### src/rtl/frame_writer_bram.sv
// rtl/frame_writer_bram.sv - RGB888 pixel stream to RGB565 linear frame-BRAM writer
module frame_writer_bram #(
   parameter int FRAME_PIXELS = 76800,
   parameter int ADDR_WIDTH   = 17,
   parameter bit CONTINUOUS   = 1'b1
) (
   input  logic                  clk_i,
   input  logic                  rst_ni,
   input  logic                  in_valid_i,
   input  logic                  in_sof_i,
   input  logic [23:0]           in_data_i,
   input  logic                  capture_req_i,
   output logic                  bram_we_o,
   output logic [ADDR_WIDTH-1:0] bram_addr_o,
   output logic [15:0]           bram_din_o,
   output logic                  busy_o,
   output logic                  frame_done_o,
   output logic                  sof_err_o,
   output logic [7:0]            frame_count_o
);

   // ADDR_WIDTH must be wide enough that FRAME_PIXELS-1 is representable.
   localparam logic [ADDR_WIDTH-1:0] LAST_ADDR = ADDR_WIDTH'(FRAME_PIXELS - 1);
   localparam logic [ADDR_WIDTH-1:0] ZERO_ADDR = '0;
   localparam logic [ADDR_WIDTH-1:0] ONE_ADDR  = ADDR_WIDTH'(1);
   localparam bit                    SINGLE_PIXEL_FRAME = (FRAME_PIXELS == 1);

   typedef enum logic [1:0] {
      ST_IDLE     = 2'd0,
      ST_WAIT_SOF = 2'd1,
      ST_WRITE    = 2'd2,
      ST_DONE     = 2'd3
   } state_t;

   state_t                state_q, state_d;
   logic [ADDR_WIDTH-1:0] ptr_q, ptr_d;
   logic                  we_q, we_d;
   logic [ADDR_WIDTH-1:0] addr_q, addr_d;
   logic [15:0]           din_q, din_d;
   logic                  busy_q, busy_d;
   logic                  done_q, done_d;
   logic                  err_q, err_d;
   logic [7:0]            cnt_q, cnt_d;

   // Truncating RGB888 -> RGB565 pack of the incoming pixel.
   logic [15:0] pixel_565;
   assign pixel_565 = {in_data_i[23:19], in_data_i[15:10], in_data_i[7:3]};

   // Next-state and registered-output decode; every pixel write is staged one cycle.
   always_comb begin
      state_d = state_q;
      ptr_d   = ptr_q;
      we_d    = 1'b0;
      addr_d  = addr_q;
      din_d   = din_q;
      done_d  = 1'b0;
      err_d   = 1'b0;
      cnt_d   = cnt_q;

      unique case (state_q)
         ST_IDLE: begin
            if (CONTINUOUS || capture_req_i) begin
               state_d = ST_WAIT_SOF;
            end
         end

         ST_WAIT_SOF: begin
            // Pixels before the frame start are discarded.
            if (in_valid_i && in_sof_i) begin
               we_d   = 1'b1;
               addr_d = ZERO_ADDR;
               din_d  = pixel_565;
               if (SINGLE_PIXEL_FRAME) begin
                  done_d  = 1'b1;
                  cnt_d   = cnt_q + 8'd1;
                  ptr_d   = ZERO_ADDR;
                  state_d = ST_DONE;
               end else begin
                  ptr_d   = ONE_ADDR;
                  state_d = ST_WRITE;
               end
            end
         end

         ST_WRITE: begin
            if (in_valid_i) begin
               we_d  = 1'b1;
               din_d = pixel_565;
               if (in_sof_i && (ptr_q != ZERO_ADDR)) begin
                  // Early frame start: drop the partial frame and resync at address 0.
                  err_d  = 1'b1;
                  addr_d = ZERO_ADDR;
                  ptr_d  = ONE_ADDR;
               end else if (ptr_q == LAST_ADDR) begin
                  addr_d  = ptr_q;
                  done_d  = 1'b1;
                  cnt_d   = cnt_q + 8'd1;
                  ptr_d   = ZERO_ADDR;
                  state_d = ST_DONE;
               end else begin
                  addr_d = ptr_q;
                  ptr_d  = ptr_q + ONE_ADDR;
               end
            end
         end

         ST_DONE: begin
            // One dead cycle; any pixel here is dropped.
            state_d = CONTINUOUS ? ST_WAIT_SOF : ST_IDLE;
         end

         default: begin
            state_d = ST_IDLE;
         end
      endcase

      busy_d = (state_d != ST_IDLE);
   end

   // State, pointer and output registers with asynchronous clear.
   always_ff @(posedge clk_i or negedge rst_ni) begin
      if (!rst_ni) begin
         state_q <= ST_IDLE;
         ptr_q   <= '0;
         we_q    <= 1'b0;
         addr_q  <= '0;
         din_q   <= '0;
         busy_q  <= 1'b0;
         done_q  <= 1'b0;
         err_q   <= 1'b0;
         cnt_q   <= '0;
      end else begin
         state_q <= state_d;
         ptr_q   <= ptr_d;
         we_q    <= we_d;
         addr_q  <= addr_d;
         din_q   <= din_d;
         busy_q  <= busy_d;
         done_q  <= done_d;
         err_q   <= err_d;
         cnt_q   <= cnt_d;
      end
   end

   assign bram_we_o     = we_q;
   assign bram_addr_o   = addr_q;
   assign bram_din_o    = din_q;
   assign busy_o        = busy_q;
   assign frame_done_o  = done_q;
   assign sof_err_o     = err_q;
   assign frame_count_o = cnt_q;

endmodule

### config.mk
export PLATFORM = sky130hd
export DESIGN_NAME = frame_writer_bram
export DESIGN_NICKNAME = d
export VERILOG_FILES = /design/src/rtl/frame_writer_bram.sv
export SDC_FILE = /design/constraint.sdc
export NUM_CORES = 1
export LEC_CHECK = 0
export CAP_MARGIN = 0
export CORE_UTILIZATION = 30
export DETAILED_ROUTE_END_ITERATION = 8
export SYNTH_ARGS = -nofsm -noshare
export SYNTH_HDL_FRONTEND = slang
export SYNTH_SLANG_ARGS = --single-unit
export TNS_END_PERCENT = 20
### constraint.sdc
create_clock -name clk_i -period 3 [get_ports clk_i]
set_clock_uncertainty 0.2 [all_clocks]
set_input_delay 0.6 -clock clk_i [delete_from_list [all_inputs] [get_ports clk_i]]
set_output_delay 0.6 -clock clk_i [all_outputs]
set_load 0.01 [all_outputs]
==> run metrics <==
post-detailed-route count of antenna-violating nets 0; Syn Area/Cell 9.48 um^2; class of the most critical hold timing path in -> async; min cycle time layout roughly 2.8 ns; slowest cell on the critical path and4_1; Worst path max stage delay 0.49 ns; max-capacitance violation count 0; standby leakage power about 1.8 nW; total wire length 6.70 mm; Crit path arrival time ~2.8 ns; DP Wirelength 4.71 mm; Final Slew Violations 0; clock tree from TritonCTS done; Routed WL per cell around 13 um; Register Area about 1600 um^2; share of synthesized registers carrying an async set or reset between 90% and 100%; multi-input gate area in the final layout ~1200 um^2; clock latency reported for the late side of the worst-skew pair 0.34 ns; Longest Clk Path Bufs 2; cell at the root of the clock tree clkbuf_8; share of post-route cells with drive strength above 1 between 10% and 20%; FF+latch count, synth 64; Worst Setup End Kind register; vias per cell 4.70; sum of negative setup slack 0 ns; worst slack at placement 0.220 ns; number of buffers and inverters on the critical path 1; sum of internal, switching and leakage power 2.09 mW; number of placed I/O pins 74; summed instance area of the synthesized netlist around 3000 um^2; vias in the first global route approximately 2,300; Post-CTS Hold Buffers 0; count of input and output buffers 64; final global-route overflow total 0; count of cells resized by post-cts repair 0; area fraction of the dominant cell type after synthesis a little over half; Final Hold Fails 0; largest net degree at the start of global routing 36; count of TritonRoute iterations in the first routing pass 4; worst path setup slack after routing between 0.2 and 0.25 ns; die height roughly 100 um; Tightest Pin Transition about 0.7 ns; final setup violation count 0; Setup Crit Path Kind reg -> reg; residual DRC count 0; Fmax achieved ~360 MHz; number of enable-type register cells in the synthesized netlist 0; routability congestion estimate from global placement ~0.8; result of the run finished, final reports clean; final net count around 420; Yosys warning total 0; All-Layer GR Usage between 10 and 15%; post-synth cell types 43; Crit path max-delay family simple AND/OR/NAND/NOR gates; dominant cell by count in the synthesized netlist nand2_1; Layout fillers between 900 and 1,000; count of mapped cells out of synthesis between 300 and 400; final cycle utilization of the critical path between 90 and 100%; area overhead of the layout relative to synthesis 33.5%; antenna diode count 0; maximum level of the CTS H-tree 3; minimum hold slack approximately 0.097 ns; largest fanout of any net on the critical path 10; Synth area leaders dfrtp_1, nand2_1, o21ai_0; Max VDD drop roughly 260 uV; number of nets in the synthesized netlist 347; via count of the routed design approximately 2,400; Initial Utilization a little under a third; worst endpoint required time around 3.0 ns; cell taking the most area after synthesis dfrtp_1; RSZ-0062 raised after global routing false; number of CTS-inserted buffers 9; worst max-slew margin expressed relative to the limit a little over half; power density over the cells ~530 nW/um^2; startpoint class of the critical path register; series of cell instances along the critical path inv_1 > ha_1 > or4b_4 > o41ai_4 > and4_1 > mux2_2; number of placed instances, taps included 500; wire length of the first global-routing pass 11.1 mm; die area just over 10,000 um^2; Site Rows 35; clock slew seen by the registers of the worst setup and hold paths about 0.070 ns; standard cell core area approximately 9400 um^2; Die Span X approximately 100 um; proportion of synthesized chip area in sequential cells 54.2%; cell types with the highest counts after synthesis nand2_1, dfrtp_1, o21ai_0; Num Clock Sinks 64; setup fix buffers added after clock tree synthesis 0; non-filler cells in the finished layout between 500 and 600; main flop type after synthesis dfrtp_1; Initial DRC Count about 140; antenna violations before repair 0
where the power goes:
part           total (mW)  internal (mW)  switching, mW
clock               0.637          0.317          0.320
combinational       0.454          0.220          0.234
sequential           1.00          0.937         0.0651
total                2.09           1.47          0.619
cells by family (layout without fill, tap and decap cells):
group                      count (synthesis)  after routing  share of synthesized area (%)
DFF                                       64             64                           54.2
adders and majority gates                  6              6                           2.54
xor gates and xnor gates                  10             10                           2.96
and+or+nand+nor                          155            155                           24.5
AOI/OAI and AO/OA                         49             49                           11.2
muxes                                      2              2                          0.762
buffers and inverters                     26            101                           3.89
stage by stage:
step / utilization (%) / instance area, um^2
6_report: 42.1 / 3950
5_1_grt: 42.1 / 3950
4_1_cts: 42.1 / 3950
3_5_place_dp: 40.4 / 3780
3_3_place_gp: 40.4 / 3780
2_1_floorplan: - / 2960
registers in the layout, summed over array words and instances (netlist names):
signal	cells
sof_err_o	1
busy_o	1
bram_addr_o	17
ptr_q	17
state_q	2
frame_done_o	1
bram_we_o	1
bram_din_o	16
frame_count_o	8
path summary, 6_finish.rpt:
kind	startpoint	to	slack [ns]	depth (start not counted)
max	ptr_q[0]$_DFFE_PN0P_	frame_count_o[1]$_DFFE_PN0P_	0.21	6
min	rst_ni	bram_din_o[15]$_DFFE_PN0P_	0.1	1
max reg2reg	ptr_q[0]$_DFFE_PN0P_	frame_count_o[1]$_DFFE_PN0P_	0.21	6
min reg2reg	bram_din_o[6]$_DFFE_PN0P_	bram_din_o[6]$_DFFE_PN0P_	0.27	2
max in group asynchronous	rst_ni	ptr_q[13]$_DFFE_PN0P_	1.86	2
min in group clk_i	bram_din_o[6]$_DFFE_PN0P_	bram_din_o[6]$_DFFE_PN0P_	0.27	2
cell usage in the layout, fill, tap and decap left out, drive strengths merged, types with 4 or more instances in the layout:
master | netlist | final
nor2 | 10 | 10
o31ai | 5 | 5
nand4 | 9 | 9
ha | 6 | 6
dfrtp | 64 | 64
and3 | 4 | 4
nor3 | 6 | 6
nand3 | 6 | 6
a21oi | 9 | 9
or4 | 4 | 4
xnor2 | 9 | 9
clkinv | 0 | 4
clkbuf | 10 | 12
o21ai | 19 | 19
clkdlybuf4s50 | 0 | 63
buf | 9 | 15
inv | 7 | 7
nand2 | 97 | 97
layer usage:
metal | wire, um | track usage, %
met4 | 95 | 4.91
met3 | 289 | 5.24
met1 | 3090 | 17.8
met5 | 0 | 0
met2 | 3220 | 22.4
cell type report:
| cell class | count | area share [%] |
|---|---|---|
| Timing Repair Buffer | 78 | 19.1 |
| Clock buffer | 12 | 3.68 |
| Clock inverter | 4 | 0.507 |
| Sequential cell | 64 | 40.6 |
| Inverter | 7 | 0.666 |
| Tap cell | 129 | 4.09 |
| Multi-Input combinational cell | 222 | 31.4 |
Note: power is estimated with default switching activity, not from simulation.
